## src/rtl/jpeg_idct_blk_ctrl.sv

```systemverilog
// Block-level flow control between a coefficient producer, a block FIFO and the IDCT.
// Only whole 8x8 blocks (64 coefficients) are released downstream. Counters are bounded by BLK_DEPTH.
module jpeg_idct_blk_ctrl #(
    parameter int BLK_DEPTH = 2,
    parameter int BLK_W     = 2
) (
    input  logic             clk_i,
    input  logic             rst_i,
    input  logic             flush_i,
    input  logic             inport_valid_i,
    output logic             inport_accept_o,
    output logic             fifo_push_o,
    input  logic             fifo_accept_i,
    input  logic             fifo_valid_i,
    output logic             fifo_pop_o,
    output logic             fifo_flush_o,
    output logic             outport_valid_o,
    input  logic             outport_accept_i,
    output logic [5:0]       outport_idx_o,
    output logic             outport_last_o,
    output logic [BLK_W-1:0] blocks_o,
    output logic             idle_o
);

    typedef enum logic {
        RD_IDLE,
        RD_ACTIVE
    } rd_state_t;

    rd_state_t        rd_state, rd_state_nxt;
    logic [5:0]       wr_cnt, wr_cnt_nxt;
    logic [5:0]       rd_cnt, rd_cnt_nxt;
    logic [BLK_W-1:0] inflight, inflight_nxt;
    logic [BLK_W-1:0] full_blks, full_blks_nxt;

    logic             abort;
    logic             blk_open;
    logic             blk_close;
    logic             rd_done;

    assign abort = flush_i | rst_i;

    // A new block may only be opened while the FIFO has room for a whole block.
    assign inport_accept_o = fifo_accept_i & ~abort
                           & ((wr_cnt != 6'd0) | (inflight < BLK_W'(BLK_DEPTH)));
    assign fifo_push_o     = inport_valid_i & inport_accept_o;

    assign outport_valid_o = (rd_state == RD_ACTIVE) & fifo_valid_i & ~abort;
    assign fifo_pop_o      = outport_valid_o & outport_accept_i;
    assign outport_idx_o   = rst_i ? 6'd0 : rd_cnt;
    assign outport_last_o  = (rd_cnt == 6'd63) & outport_valid_o;
    assign fifo_flush_o    = abort;
    assign blocks_o        = rst_i ? '0 : full_blks;
    assign idle_o          = rst_i | ((inflight == '0) & (rd_state == RD_IDLE));

    assign blk_open  = fifo_push_o & (wr_cnt == 6'd0);
    assign blk_close = fifo_push_o & (wr_cnt == 6'd63);
    assign rd_done   = fifo_pop_o & (rd_cnt == 6'd63);

    always_comb begin
        rd_state_nxt  = rd_state;
        wr_cnt_nxt    = wr_cnt;
        rd_cnt_nxt    = rd_cnt;
        inflight_nxt  = inflight;
        full_blks_nxt = full_blks;

        if (flush_i) begin
            rd_state_nxt  = RD_IDLE;
            wr_cnt_nxt    = 6'd0;
            rd_cnt_nxt    = 6'd0;
            inflight_nxt  = '0;
            full_blks_nxt = '0;
        end else begin
            // The 6-bit counters wrap from 63 to 0 on their own at a block boundary.
            if (fifo_push_o)
                wr_cnt_nxt = wr_cnt + 6'd1;
            if (fifo_pop_o)
                rd_cnt_nxt = rd_cnt + 6'd1;
            full_blks_nxt = full_blks + BLK_W'(blk_close) - BLK_W'(rd_done);
            inflight_nxt  = inflight + BLK_W'(blk_open) - BLK_W'(rd_done);

            case (rd_state)
                RD_IDLE: begin
                    if (full_blks != '0) begin
                        rd_state_nxt = RD_ACTIVE;
                        rd_cnt_nxt   = 6'd0;
                    end
                end
                RD_ACTIVE: begin
                    if (rd_done && (full_blks_nxt == '0))
                        rd_state_nxt = RD_IDLE;
                end
                default: rd_state_nxt = RD_IDLE;
            endcase
        end
    end

    always_ff @(posedge clk_i) begin
        if (rst_i) begin
            rd_state  <= RD_IDLE;
            wr_cnt    <= 6'd0;
            rd_cnt    <= 6'd0;
            inflight  <= '0;
            full_blks <= '0;
        end else begin
            rd_state  <= rd_state_nxt;
            wr_cnt    <= wr_cnt_nxt;
            rd_cnt    <= rd_cnt_nxt;
            inflight  <= inflight_nxt;
            full_blks <= full_blks_nxt;
        end
    end

endmodule

```

## config.mk

```make
export PLATFORM = sky130hd
export DESIGN_NAME = jpeg_idct_blk_ctrl
export DESIGN_NICKNAME = d
export VERILOG_FILES = /design/src/rtl/jpeg_idct_blk_ctrl.sv
export SDC_FILE = /design/constraint.sdc
export NUM_CORES = 1
export LEC_CHECK = 0
export BUFFER_PORTS_ARGS = -buffer_cell sky130_fd_sc_hd__buf_2
export CORE_MARGIN = 5
export CORE_UTILIZATION = 47
export CTS_CLUSTER_SIZE = 40
export DETAILED_ROUTE_END_ITERATION = 12
export PLACE_DENSITY = 0.79
export SKIP_LAST_GASP = 1
export SYNTH_ARGS = -nofsm -noshare
export SYNTH_HDL_FRONTEND = slang
export SYNTH_SLANG_ARGS = --single-unit
```

## constraint.sdc

```tcl
create_clock -name clk_i -period 2.15 [get_ports clk_i]
set_input_delay 0.5375 -clock clk_i [delete_from_list [all_inputs] [get_ports clk_i]]
set_output_delay 0.5375 -clock clk_i [all_outputs]
set_load 0.005 [all_outputs]
```

## Yosys cells after proc, flatten, opt, wreduce, memory -nomap -nowiden

Cells that the tools add are included.

| cells by class | value |
|---|---|
| add/sub/neg operators | 6 |
| equal/unequal tests | 2 |
| mux-type cells | 8 |
| reduce and logical (&&, ||, !) cells | 7 |
| bitwise operators | 16 |
| $lt $le $gt $ge | 1 |

Operator list:

| kind | count |
|---|---|
| $mux W6 | 4 |
| $add A6 B1 Y6 const B | 2 |
| $eq A6 B6 Y1 const B | 2 |
| $and A1 B1 Y1 | 11 |
| $logic_not A6 Y1 | 1 |
| $reduce_bool A6 Y1 | 1 |
| $add A2 B1 Y2 | 2 |
| $logic_not A2 Y1 | 2 |
| $sub A2 B1 Y2 | 2 |
| $or A1 B1 Y1 | 3 |
| $lt A2 B2 Y1 const B | 1 |
| $mux W1 | 2 |
| $mux W2 | 1 |
| $not A1 Y1 | 2 |
| $pmux W1 S2 | 1 |
| $reduce_bool A2 Y1 | 1 |
| $reduce_or A2 Y1 | 1 |
| $logic_and A1 B1 Y1 | 1 |

| word-level totals | value |
|---|---|
| logic and storage cells | 45 |
| register bits | 17 |

## Depth between registers and ports, before layout

Gate-level depths: netlist of the first run.

| depth | value |
|---|---|
| depth after elaboration | 12 |
| gate-level depth with buffers | 10 |

## Worst setup path before layout of the first run

Ideal clock, no wire load.

| timing | value |
|---|---|
| path kind | register -> register |
| start point | register wr_cnt[5] |
| end point | register inflight[1] |
| slack | -124 ps |
| cell stages (with the launch flop) | 9 |
| path buffers | 0 |
| arrival time | 2196 ps |
| path through | dfxtp_1 -> or4_4 -> or4_1 -> ha_1 -> inv_1 -> ha_1 -> xor2_1 -> and2_1 -> nor3_1 |

| between the ends | value |
|---|---|
| longest elaborated chain between the ends | 7 |

Ends and longest elaborated chain:

| element | line | text |
|---|---|---|
| start, declared | 31 | `logic [5:0] wr_cnt, wr_cnt_nxt;` |
| start signal, assigned | 107 | `wr_cnt <= wr_cnt_nxt;` |
| $reduce_bool A6 Y1 | 45 | `& ((wr_cnt != 6'd0) \| (inflight < BLK_W'(BLK_DEPTH)));` |
| $or A1 B1 Y1 | 45 |  |
| $and A1 B1 Y1 | 45 |  |
| $and A1 B1 Y1 | 46 | `assign fifo_push_o = inport_valid_i & inport_accept_o;` |
| $and A1 B1 Y1 (*) | 56 | `assign blk_open = fifo_push_o & (wr_cnt == 6'd0);` |
| $add A2 B1 Y2 (*) | 80 | `inflight_nxt = inflight + BLK_W'(blk_open) - BLK_W'(rd_done);` |
| $sub A2 B1 Y2 (*) | 80 |  |
| end signal, assigned | 109 | `inflight <= inflight_nxt;` |
| end, declared | 33 | `logic [BLK_W-1:0] inflight, inflight_nxt;` |

Mark *: on every way between the ends. The rest lies on a longest branch, timed or not.
A chain may end at the register's enable or synchronous reset.

## Worst setup path after layout of the first run

Ends and elaborated chain as after synthesis.

==> results of run 1 <==
==> repair_timing <==
item,4_1_cts,5_1_grt
gates resized for setup,2,12
setup buffers,1,2
hold buffers,0,0
endpoints found under the setup margin,3,5
pin swaps,1,4
==> synthesized netlist by cell type (all sizes together), types with 3 or more instances <==
| library cell | number | area share |
|---|---|---|
| a21oi | 4 | 0.020 |
| and2 | 3 | 0.019 |
| and3 | 3 | 0.020 |
| dfxtp | 17 | 0.35 |
| ha | 7 | 0.090 |
| inv | 11 | 0.042 |
| mux2i | 8 | 0.082 |
| nand2 | 8 | 0.031 |
| nand3 | 8 | 0.041 |
| nor2 | 5 | 0.019 |
| nor2b | 8 | 0.051 |
| nor3 | 3 | 0.015 |
| o21ai | 5 | 0.029 |
| or3 | 3 | 0.019 |
==> layout by cell type (no fill, tap or decap), drive strengths merged <==
cell     count
and3         3
nor2b        8
o21ai        5
a21oi        4
ha           7
inv         11
or4          2
nor2         5
and4bb       1
o211ai       1
a41oi        1
xnor2        1
o31ai        1
o211a        1
nor3         3
or2          1
and2         3
xor2         2
nand2        8
nand4bb      2
or3          3
buf         38
nand4        2
and4         2
nand3        8
o21bai       1
mux2i        8
clkbuf       4
dfxtp       17
==> layer usage <==
| metal | vias to the layer above | wire length (um) | GRT usage |
|---|---|---|---|
| li1 | 480 | - | - |
| met1 | 450 | 1000 | 0.187 |
| met2 | 26 | 1260 | 0.277 |
| met3 | 4 | 137 | 0.0348 |
| met4 | 0 | 31 | 0.0660 |
| met5 | - | 0 | 0 |
==> metrics by stage <==
step	hold WS, ns	util	power, mW
final	0.495	0.678	0.528
after global routing	0.513	0.678	0.554
after CTS	0.504	0.645	0.532
after detailed placement	0.484	0.621	0.362
after global placement	0.463	0.621	0.360
after floorplan	0.443	-	0.342
==> cells by family after synthesis <==
group / count (synthesis) / share of synthesized area
buffers and inverters: 13 / 0.0512
adders and majority gates: 7 / 0.0896
and+or+nand+nor: 51 / 0.310
muxes: 8 / 0.0819
AOI/OAI and AO/OA: 14 / 0.0922
DFF: 17 / 0.348
xor gates and xnor gates: 3 / 0.0269
==> path summary, 6_finish.rpt <==
check                                             from                     end  cells after the start
worst min-delay path            wr_cnt[0]$_SDFFE_PP0P_  wr_cnt[0]$_SDFFE_PP0P_                      1
worst max-delay path            wr_cnt[5]$_SDFFE_PP0P_  inflight[1]$_SDFF_PP0_                      8
worst min register to register  wr_cnt[0]$_SDFFE_PP0P_  wr_cnt[0]$_SDFFE_PP0P_                      1
worst max register to register  wr_cnt[5]$_SDFFE_PP0P_  inflight[1]$_SDFF_PP0_                      8
==> where the power goes <==
group | internal, mW | switching (mW)
clock | 0.0720 | 0.0962
combinational | 0.0190 | 0.0235
sequential | 0.316 | 0.00153
total | 0.407 | 0.121
==> cell type report <==
cell class / instances / area (sq um)
sequential: 17 / 345
tap: 27 / 33.8
inverter: 11 / 41.3
clock buffer: 4 / 26.3
timing repair buffer: 38 / 236
fill: 169 / 632
multi-input combinational: 83 / 647
==> flip-flops by register name (all words and copies together) (netlist names) <==
register,count
full_blks,2
inflight,2
rd_cnt,6
rd_state,1
wr_cnt,6
==> impl_metrics.yaml, run 1 <==
place:
  port-buffer-count: 21
  postPlaceCellArea_sq_um: 1220
  place.detailed.instances: 173
  place_congestion: 0.865
  dp_hpwl_um: 1750
  place_ws_ns: -0.227
flow_run:
  cap_violations: 0
synthesis:
  postSynth.topFlopCell: "sky130_fd_sc_hd__dfxtp_1"
  ys.warnings.count: 0
  ys_async_sr_fraction: 0
  synth_seq_cells: 17
  synth_nets: 127
  synth-edff-count: 0
  synth.avg_cell_area_sq_um: 8.65
  synth.cell_area_sq_um: 977
  yosysSeqAreaShare: 0.348
  postSynthCellCount: 113
  yosys.cell_types.count: 33
setup_path:
  worst-setup-path-type: "reg2reg"
  timing.critical_path.buf_inv: 1
  timing.critical_path.required_ns: 2.37
  critical_path_peak_fanout: 2
  slowest_delay_ns: 0.54
  worst-r2r-setup-slack_ns: -0.16
  critical_path_cell_by_cell: "or4_4 -> or4_4 -> ha_4 -> inv_2 -> ha_4 -> xor2_1 -> and2_1 -> nor3_2"
  worst-endpoint-arrival_ns: 2.53
  worstSetupStartpointType: "register"
  end_kind: "register"
  slowest_stage_cell_on_the_critical_path: "sky130_fd_sc_hd__or4_4"
  cpLargestDelayFamily: "simple AND/OR/NAND/NOR gates"
finish:
  areaGrowthSynthToFinish_pct: 36.1
  num-nets-final: 168
  final_cell_count_no_fill: 180
  insertedDiodeCount: 0
  layout-drive-gt1-share: 0.399
  stdcell_area_sq_um: 1330
cts:
  worst_skew_pair.late_latency_ns: 0.28
  h-tree-depth: 1
  clock-sinks: 17
  cts.clk_slew.worst_paths_ns: 0.10
  tritoncts: "done"
  cts_buffer_depth: 2
  cts-root-buf: "sky130_fd_sc_hd__clkbuf_4"
  numCtsBuffers: 3
floorplan:
  io-pin-count: 22
  die_h_um: 55.6
  floorplan.initialDensity: 0.498
  die_span_in_x_um: 55.6
  dieArea_sq_um: 3090
  num_rows: 16
  core_sq_um: 1960
drt:
  finalWirelength_um: 2430
  detail-route-antenna-nets: 0
  detail_route.wl_per_cell_um: 13.5
  detail_route.vias_per_cell: 5.33
  detail_route.first_pass.iterations: 4
  initialDrtViolationCount: 27
  remaining_drc_errors: 0
  routed-via-count: 960
status:
  violated_checks: "setup timing"
  status: "finished, violations left"
grt:
  grt_start_max_net_pins: 11
  grt_pass1_wl_um: 4060
  grt_pass1_vias: 934
  grt_use_total: 0.159
  antenna_found_initial: 0
  globalRouteOverflowTotal: 0
pwr:
  power.static_leakage_nw: 0.663
  power_density_nw_per_um2: 397
  ir_worst_vdd_uv: 368
worst_hold_path:
  hold_path.class: "reg2reg"
sta:
  timing.final.crit_share: 1.08
  finClkSkew_ns: 0.00107
  number_of_pins_exceeding_their_max_slew_limit_in_the_final_report: 0
  rsz0062_at_grt: "true"
  post-route-min-period_ns: 2.31
  clock.fmax_mhz: 432
  setup_slack_of_the_critical_path_after_layout_ns: -0.162
  finalHoldViolCount: 0
  setup-violations-final: 3
  max_slew_margin: 0.762
  setup-tns-final_ns: -0.403
  slew_at_the_pin_closest_to_its_max_slew_limit_ns: 0.355
Power figures use the tool's default switching activity.
==> run 2: changes to the inputs <==
--- a/config.mk
+++ b/config.mk
@@ -5,9 +5,10 @@
 export SDC_FILE = /design/constraint.sdc
 export NUM_CORES = 1
 export LEC_CHECK = 0
+export ABC_AREA = 1
 export BUFFER_PORTS_ARGS = -buffer_cell sky130_fd_sc_hd__buf_2
 export CORE_MARGIN = 5
-export CORE_UTILIZATION = 47
+export CORE_UTILIZATION = 48
 export CTS_CLUSTER_SIZE = 40
 export DETAILED_ROUTE_END_ITERATION = 12
 export PLACE_DENSITY = 0.79
==> run 2 against run 1 <==
  * The run still ends with setup timing left
  * Die area grew 6.6%
  * Clock power grew 7%
  * Critical path depth up 9
  * Clock-buffer cell count unchanged
  * Hold slack worse by 0.0058 ns
  * Power is 2.6% higher
  * Synthesized area increased by 10%
  * Sequential power is essentially flat
  * Highest routed layer unchanged
==> impl_metrics.yaml, run 2 <==
status:
  status: "finished, violations left"
  violated_checks: "setup timing"
synthesis:
  synth_seq_cells: 17
  postSynthCellCount: 163
  netlist_top_cells_count: "sky130_fd_sc_hd__nand2_1 (39), sky130_fd_sc_hd__inv_1 (27), sky130_fd_sc_hd__nor2_1 (27)"
  ys.warnings.count: 0
  fraction_of_post_synthesis_cell_area_in_the_top_cell_type_by_area: 0.316
  ys_async_sr_fraction: 0
  synth.avg_cell_area_sq_um: 6.62
  postSynth.topFlopCell: "sky130_fd_sc_hd__dfxtp_1"
  synth-edff-count: 0
  synth_area_leader_cell: "sky130_fd_sc_hd__dfxtp_1"
  yosys.cell_count.top_type: "sky130_fd_sc_hd__nand2_1"
  yosys.cell_types.count: 22
  synth_nets: 177
  synth.cell_area_sq_um: 1080
  yosysSeqAreaShare: 0.316
  dominant_cells_by_area_after_synthesis: "sky130_fd_sc_hd__dfxtp_1 (32%), sky130_fd_sc_hd__nand2_1 (14%), sky130_fd_sc_hd__inv_1 (9.4%)"
finish:
  insertedDiodeCount: 0
  most-common-layout-cells: "sky130_fd_sc_hd__nand2_1 (35), sky130_fd_sc_hd__nor2_1 (26), sky130_fd_sc_hd__inv_1 (23)"
  seqCellArea_sq_um: 343
  largest_registers: "rd_cnt x6, wr_cnt x6"
  filler_cell_count: 195
  multi_input_comb_area_sq_um: 667
  areaGrowthSynthToFinish_pct: 33.9
  post-route-util: 0.666
  mostFrequentLayoutCell: "sky130_fd_sc_hd__nand2_1"
  layout-drive-gt1-share: 0.338
  num-nets-final: 222
pwr:
  clock_power_frac: 0.330
  power.switching_mw: 0.135
  power_density_nw_per_um2: 375
  ir_worst_vdd_uv: 306
  power.share.combinational: 0.086
  power.sequential.fraction: 0.584
  power.static_leakage_nw: 0.691
  internal_power_mw: 0.407
  swShare: 0.250
grt:
  antenna_found_initial: 0
  grt_start_max_net_pins: 11
  grt_pass1_wl_um: 4340
  grt_pass1_vias: 1037
  globalRouteOverflowTotal: 0
  grt_use_total: 0.165
place:
  place_congestion: 0.867
  port-buffer-count: 21
  dp_hpwl_um: 2070
setup_path:
  worst-setup-path-type: "reg2reg"
  critical_path_peak_fanout: 3
  timing.critical_path.required_ns: 2.33
  worstSetupStartpointType: "register"
  end_kind: "register"
  worst-endpoint-arrival_ns: 2.36
cts:
  count_of_hold_buffers_inserted_by_post_cts_repair: 0
  cts.clk_slew.worst_paths_ns: 0.11
  worst_skew_pair.late_latency_ns: 0.30
  cts-root-buf: "sky130_fd_sc_hd__clkbuf_4"
  cts_buffer_depth: 2
  tritoncts: "done"
  h-tree-depth: 1
  numCtsBuffers: 3
  clock-sinks: 17
drt:
  routed-via-count: 1190
  remaining_drc_errors: 0
  detail_route.vias_per_cell: 5.06
  detail-route-antenna-nets: 0
  detail_route.first_pass.iterations: 4
  finalWirelength_um: 2840
  detail_route.wl_per_cell_um: 12.1
  initialDrtViolationCount: 41
sta:
  number_of_pins_exceeding_their_max_slew_limit_in_the_final_report: 0
  clock.fmax_mhz: 459
  finalHoldWorstSlack_ns: 0.490
  slew_at_the_pin_closest_to_its_max_slew_limit_ns: 0.235
  rsz0062_at_grt: "true"
  finClkSkew_ns: 0.00866
  post-route-min-period_ns: 2.18
  timing.final.crit_share: 1.01
  max_slew_margin: 0.841
  setup_slack_of_the_critical_path_after_layout_ns: -0.0296
  finalHoldViolCount: 0
  setup-violations-final: 1
floorplan:
  die_h_um: 57.4
  die_span_in_x_um: 57.4
  io-pin-count: 22
  core_sq_um: 2170
  dieArea_sq_um: 3290
  floorplan.initialDensity: 0.497
  num_rows: 17
flow_run:
  cap_violations: 0
worst_hold_path:
  hold_path.class: "reg2reg"
run 2: cell count changes after synthesis, sizes merged, moves of 3 or more:
cell and change:
nor2 +23, or3 -3, nand2 +32, inv +19, a21oi +6, mux2i -8, and2 -3, nor2b -8
and3 -3, nand3 +3
run 2: cell type report:
| cell class | instances | area share |
|---|---|---|
| repair buffers | 41 | 0.177 |
| clock buffers | 4 | 0.0182 |
| flip-flops and latches | 17 | 0.237 |
| inverters | 31 | 0.0815 |
| multi-input cells | 114 | 0.462 |
| well taps | 28 | 0.0243 |
run 2: kinds of logic after synthesis:
family,synth area share
simple gates,0.376
compound gates,0.0835
buf+inv,0.119
xor+xnor,0.0244
flops,0.316
fa+ha+maj,0.0812
run 2: worst max-delay path, cell delays in order (launching register included):
cell and delay, ns:
sky130_fd_sc_hd__dfxtp_2 0.36, sky130_fd_sc_hd__inv_2 0.05, sky130_fd_sc_hd__ha_4 0.15, sky130_fd_sc_hd__nand4_1 0.17, sky130_fd_sc_hd__nand3_4 0.11, sky130_fd_sc_hd__nor2_2 0.10
sky130_fd_sc_hd__nand3_1 0.09, sky130_fd_sc_hd__ha_1 0.32, sky130_fd_sc_hd__inv_2 0.05, sky130_fd_sc_hd__ha_4 0.16, sky130_fd_sc_hd__inv_2 0.05, sky130_fd_sc_hd__nand2_2 0.04
sky130_fd_sc_hd__nand2_1 0.05, sky130_fd_sc_hd__nand2_1 0.06, sky130_fd_sc_hd__nand2_2 0.09, sky130_fd_sc_hd__nand3_2 0.08, sky130_fd_sc_hd__nand2_1 0.08, sky130_fd_sc_hd__a21oi_1 0.06
run 2: path summary, 6_finish.rpt:
path | start | endpoint | slack, ns | cells past startpoint
worst min-delay path | rd_cnt[4]$_SDFF_PP0_ | rd_cnt[4]$_SDFF_PP0_ | 0.49 | 2
worst max register to register | wr_cnt[1]$_SDFFE_PP0P_ | rd_state$_SDFF_PP0_ | -0.03 | 17
worst max-delay path | wr_cnt[1]$_SDFFE_PP0P_ | rd_state$_SDFF_PP0_ | -0.03 | 17
worst min register to register | rd_cnt[4]$_SDFF_PP0_ | rd_cnt[4]$_SDFF_PP0_ | 0.49 | 2
run 2: what timing repair did:
| item | 4_1_cts | 5_1_grt |
|---|---|---|
| setup endpoints to repair | 1 | 3 |
| setup buffers | 2 | 4 |
| hold endpoints to repair | 0 | 0 |
| resized for setup | 2 | 14 |
| pin swaps | 1 | 11 |
run 2: power groups by stage:
stage | Combinational [mW] | Sequential [mW] | Clock [mW]
after floorplan | 0.0248 | 0.323 | 0
after global placement | 0.0425 | 0.323 | 0
after detailed placement | 0.0437 | 0.323 | 0
after CTS | 0.0444 | 0.316 | 0.180
after global routing | 0.0507 | 0.316 | 0.193
final | 0.0466 | 0.316 | 0.179
run 2: metal layers:
metal	share of wire	GRT usage
met1	0.41	0.203
met5	0	0
met4	0.031	0.0795
met3	0.070	0.0271
met2	0.49	0.276
run 2: metrics by stage:
step	instances	setup WS (ns)	TNS (ns)	total power, mW	instance area [sq um]
global route	235	-0.190	-0.350	0.560	1440
detailed placement	225	-0.173	-0.222	0.367	1330
floorplan	163	-0.0988	-0.138	0.348	1100
finish	235	-0.0296	-0.0296	0.542	1440
global placement	225	-0.0830	-0.0867	0.366	1330
CTS	231	0.00275	0	0.541	1370
==> run 3: changes to the inputs <==
--- a/config.mk
+++ b/config.mk
@@ -7,11 +7,13 @@
 export LEC_CHECK = 0
 export ABC_AREA = 1
 export BUFFER_PORTS_ARGS = -buffer_cell sky130_fd_sc_hd__buf_2
+export CELL_PAD_IN_SITES_DETAIL_PLACEMENT = 1
+export CELL_PAD_IN_SITES_GLOBAL_PLACEMENT = 1
 export CORE_MARGIN = 5
-export CORE_UTILIZATION = 48
+export CORE_UTILIZATION = 33
 export CTS_CLUSTER_SIZE = 40
 export DETAILED_ROUTE_END_ITERATION = 12
-export PLACE_DENSITY = 0.79
+export PLACE_DENSITY = 0.78
 export SKIP_LAST_GASP = 1
 export SYNTH_ARGS = -nofsm -noshare
 export SYNTH_HDL_FRONTEND = slang
==> constraint.sdc (replaced) <==
create_clock -name clk_i -period 2.15 [get_ports clk_i]
set_input_delay 0.5375 -clock clk_i [delete_from_list [all_inputs] [get_ports clk_i]]
set_output_delay 0.5375 -clock clk_i [all_outputs]
set_load 0.05 [all_outputs]
==> run 3 against run 2 <==
  * The run now ends clean
  * Clock-buffer cell count stayed put
  * Combinational power is 28% higher
  * Sequential power hardly changed
  * Die area is 37% higher
  * Clock skew is 0.0047 ns lower
  * Global-route usage hardly changed
==> impl_metrics.yaml, run 3 (synthesized netlist as in run 2, its figures left out) <==
status:
  status: "finished clean"
worst_hold_path:
  hold_worst_path_end: "rd_state$_SDFF_PP0_"
  hold_path_depth: 2
  hold_path.class: "reg2reg"
  timing.hold.worst.start: "rd_state$_SDFF_PP0_"
pwr:
  power_density_nw_per_um2: 367
  ir_worst_vdd_uv: 222
  internal_power_mw: 0.409
  swShare: 0.261
  power.switching_mw: 0.145
  power.share.combinational: 0.108
  power.static_leakage_nw: 0.722
  clock_power_frac: 0.322
  power.sequential.fraction: 0.570
setup_path:
  timing.critical_path.required_ns: 1.61
  critical_path_peak_fanout: 5
  worst-r2r-setup-slack_ns: 0.06
  worst-endpoint-arrival_ns: 1.60
  end_kind: "primary output"
  worst_r2r_endpoint: "inflight[1]$_SDFF_PP0_"
  worstSetupStartpointType: "register"
  r2r_cells: 13
  worst-setup-path-type: "reg2out"
  regToRegStartpoint: "rd_cnt[0]$_SDFF_PP0_"
cts:
  worst_skew_pair.late_latency_ns: 0.29
  clock-sinks: 17
  cts-root-buf: "sky130_fd_sc_hd__clkbuf_4"
  tritoncts: "done"
  h-tree-depth: 1
  cts.clk_slew.worst_paths_ns: 0.11
  numCtsBuffers: 3
  cts_buffer_depth: 2
grt:
  grt_pass1_wl_um: 5610
  grt_use_total: 0.165
  grt_pass1_vias: 1167
  grt_start_max_net_pins: 10
  globalRouteOverflowTotal: 0
  antenna_found_initial: 0
floorplan:
  die_h_um: 67.2
  floorplan.initialDensity: 0.348
  die_span_in_x_um: 67.2
  dieArea_sq_um: 4510
  core_sq_um: 3100
  io-pin-count: 22
  num_rows: 20
place:
  port-buffer-count: 21
  place_ws_ns: -0.246
  dp_hpwl_um: 2480
  place.detailed.instances: 244
  place_congestion: 0.825
finish:
  multi_input_comb_area_sq_um: 681
  post-route-util: 0.486
  mostFrequentLayoutCell: "sky130_fd_sc_hd__nand2_1"
  final_cell_count_no_fill: 254
  areaGrowthSynthToFinish_pct: 39.9
  num-nets-final: 225
  layout-drive-gt1-share: 0.376
  largest_registers: "rd_cnt x6, wr_cnt x6"
  filler_cell_count: 423
  seqCellArea_sq_um: 347
  insertedDiodeCount: 0
  most-common-layout-cells: "sky130_fd_sc_hd__nand2_1 (32), sky130_fd_sc_hd__nor2_1 (25), sky130_fd_sc_hd__inv_1 (23), sky130_fd_sc_hd__buf_4 (23), sky130_fd_sc_hd__buf_2 (19)"
sta:
  timing.final.crit_share: 0.993
  setup_slack_of_the_critical_path_after_layout_ns: 0.0147
  number_of_pins_exceeding_their_max_slew_limit_in_the_final_report: 0
  slew_at_the_pin_closest_to_its_max_slew_limit_ns: 0.314
  clock.fmax_mhz: 468
  max_slew_margin: 0.788
  post-route-min-period_ns: 2.14
  finalHoldWorstSlack_ns: 0.506
  rsz0062_at_grt: "true"
  finalHoldViolCount: 0
  finClkSkew_ns: 0.00398
  setup-violations-final: 0
drt:
  initialDrtViolationCount: 26
  routed-via-count: 1184
  detail_route.vias_per_cell: 4.66
  detail-route-antenna-nets: 0
  detail_route.wl_per_cell_um: 13.6
  detail_route.first_pass.iterations: 6
  remaining_drc_errors: 0
  finalWirelength_um: 3450
flow_run:
  cap_violations: 0
## run 3: stage by stage
stage / setup TNS [ns] / area (sq um) / total power, mW
2_1_floorplan: -0.134 / 1090 / 0.356
3_3_place_gp: -0.0991 / 1360 / 0.378
3_5_place_dp: -0.412 / 1360 / 0.379
4_1_cts: 0 / 1430 / 0.560
5_1_grt: -0.350 / 1510 / 0.585
6_report: 0 / 1510 / 0.554
## run 3: worst max path at each step
stage	startpoint	to	depth (start not counted)	slack, ns
after floorplan	rst_i	rd_state$_SDFF_PP0_	18	-0.10
after global placement	rst_i	rd_state$_SDFF_PP0_	18	-0.08
after detailed placement	rst_i	rd_state$_SDFF_PP0_	17	-0.25
after CTS	rd_cnt[1]$_SDFF_PP0_	rd_state$_SDFF_PP0_	16	0.002
after global routing	wr_cnt[5]$_SDFFE_PP0P_	rd_state$_SDFF_PP0_	16	-0.16
final	wr_cnt[5]$_SDFFE_PP0P_	fifo_push_o	6	0.01
## run 3: layer usage
layer | routed length [um] | vias up | track usage
li1 | - | 605 | -
met1 | 1510 | 551 | 0.202
met2 | 1730 | 22 | 0.287
met3 | 132 | 6 | 0.0333
met4 | 72 | 0 | 0.0582
met5 | 0 | - | 0
## run 3: layout make-up
cell class / count / area share
timing repair buffer: 44 / 0.187
multi-input combinational: 114 / 0.451
sequential: 17 / 0.230
inverter: 31 / 0.0779
tap: 44 / 0.0365
clock buffer: 4 / 0.0174
## run 3: what timing repair did
action,4_1_cts,5_1_grt
hold endpoints to repair,0,0
buffers inserted,3,3
hold buffers,0,0
setup endpoints to repair,5,6
pin swaps,9,8
resized for setup,8,18
## run 3: critical path: stages (launching register included)
cell	delay, ns
sky130_fd_sc_hd__dfxtp_2	0.37
sky130_fd_sc_hd__nor2_1	0.22
sky130_fd_sc_hd__nand4_1	0.21
sky130_fd_sc_hd__nand3_4	0.12
sky130_fd_sc_hd__buf_4	0.15
sky130_fd_sc_hd__inv_2	0.04
sky130_fd_sc_hd__clkbuf_4	0.20
## run 3: power by group through the flow
stage                     registers [mW]  logic [mW]  clock network [mW]
after floorplan                    0.323      0.0328                   0
after global placement             0.323      0.0547                   0
after detailed placement           0.323      0.0558                   0
after CTS                          0.316      0.0579               0.186
after global routing               0.316      0.0645               0.204
final                              0.316      0.0598               0.178
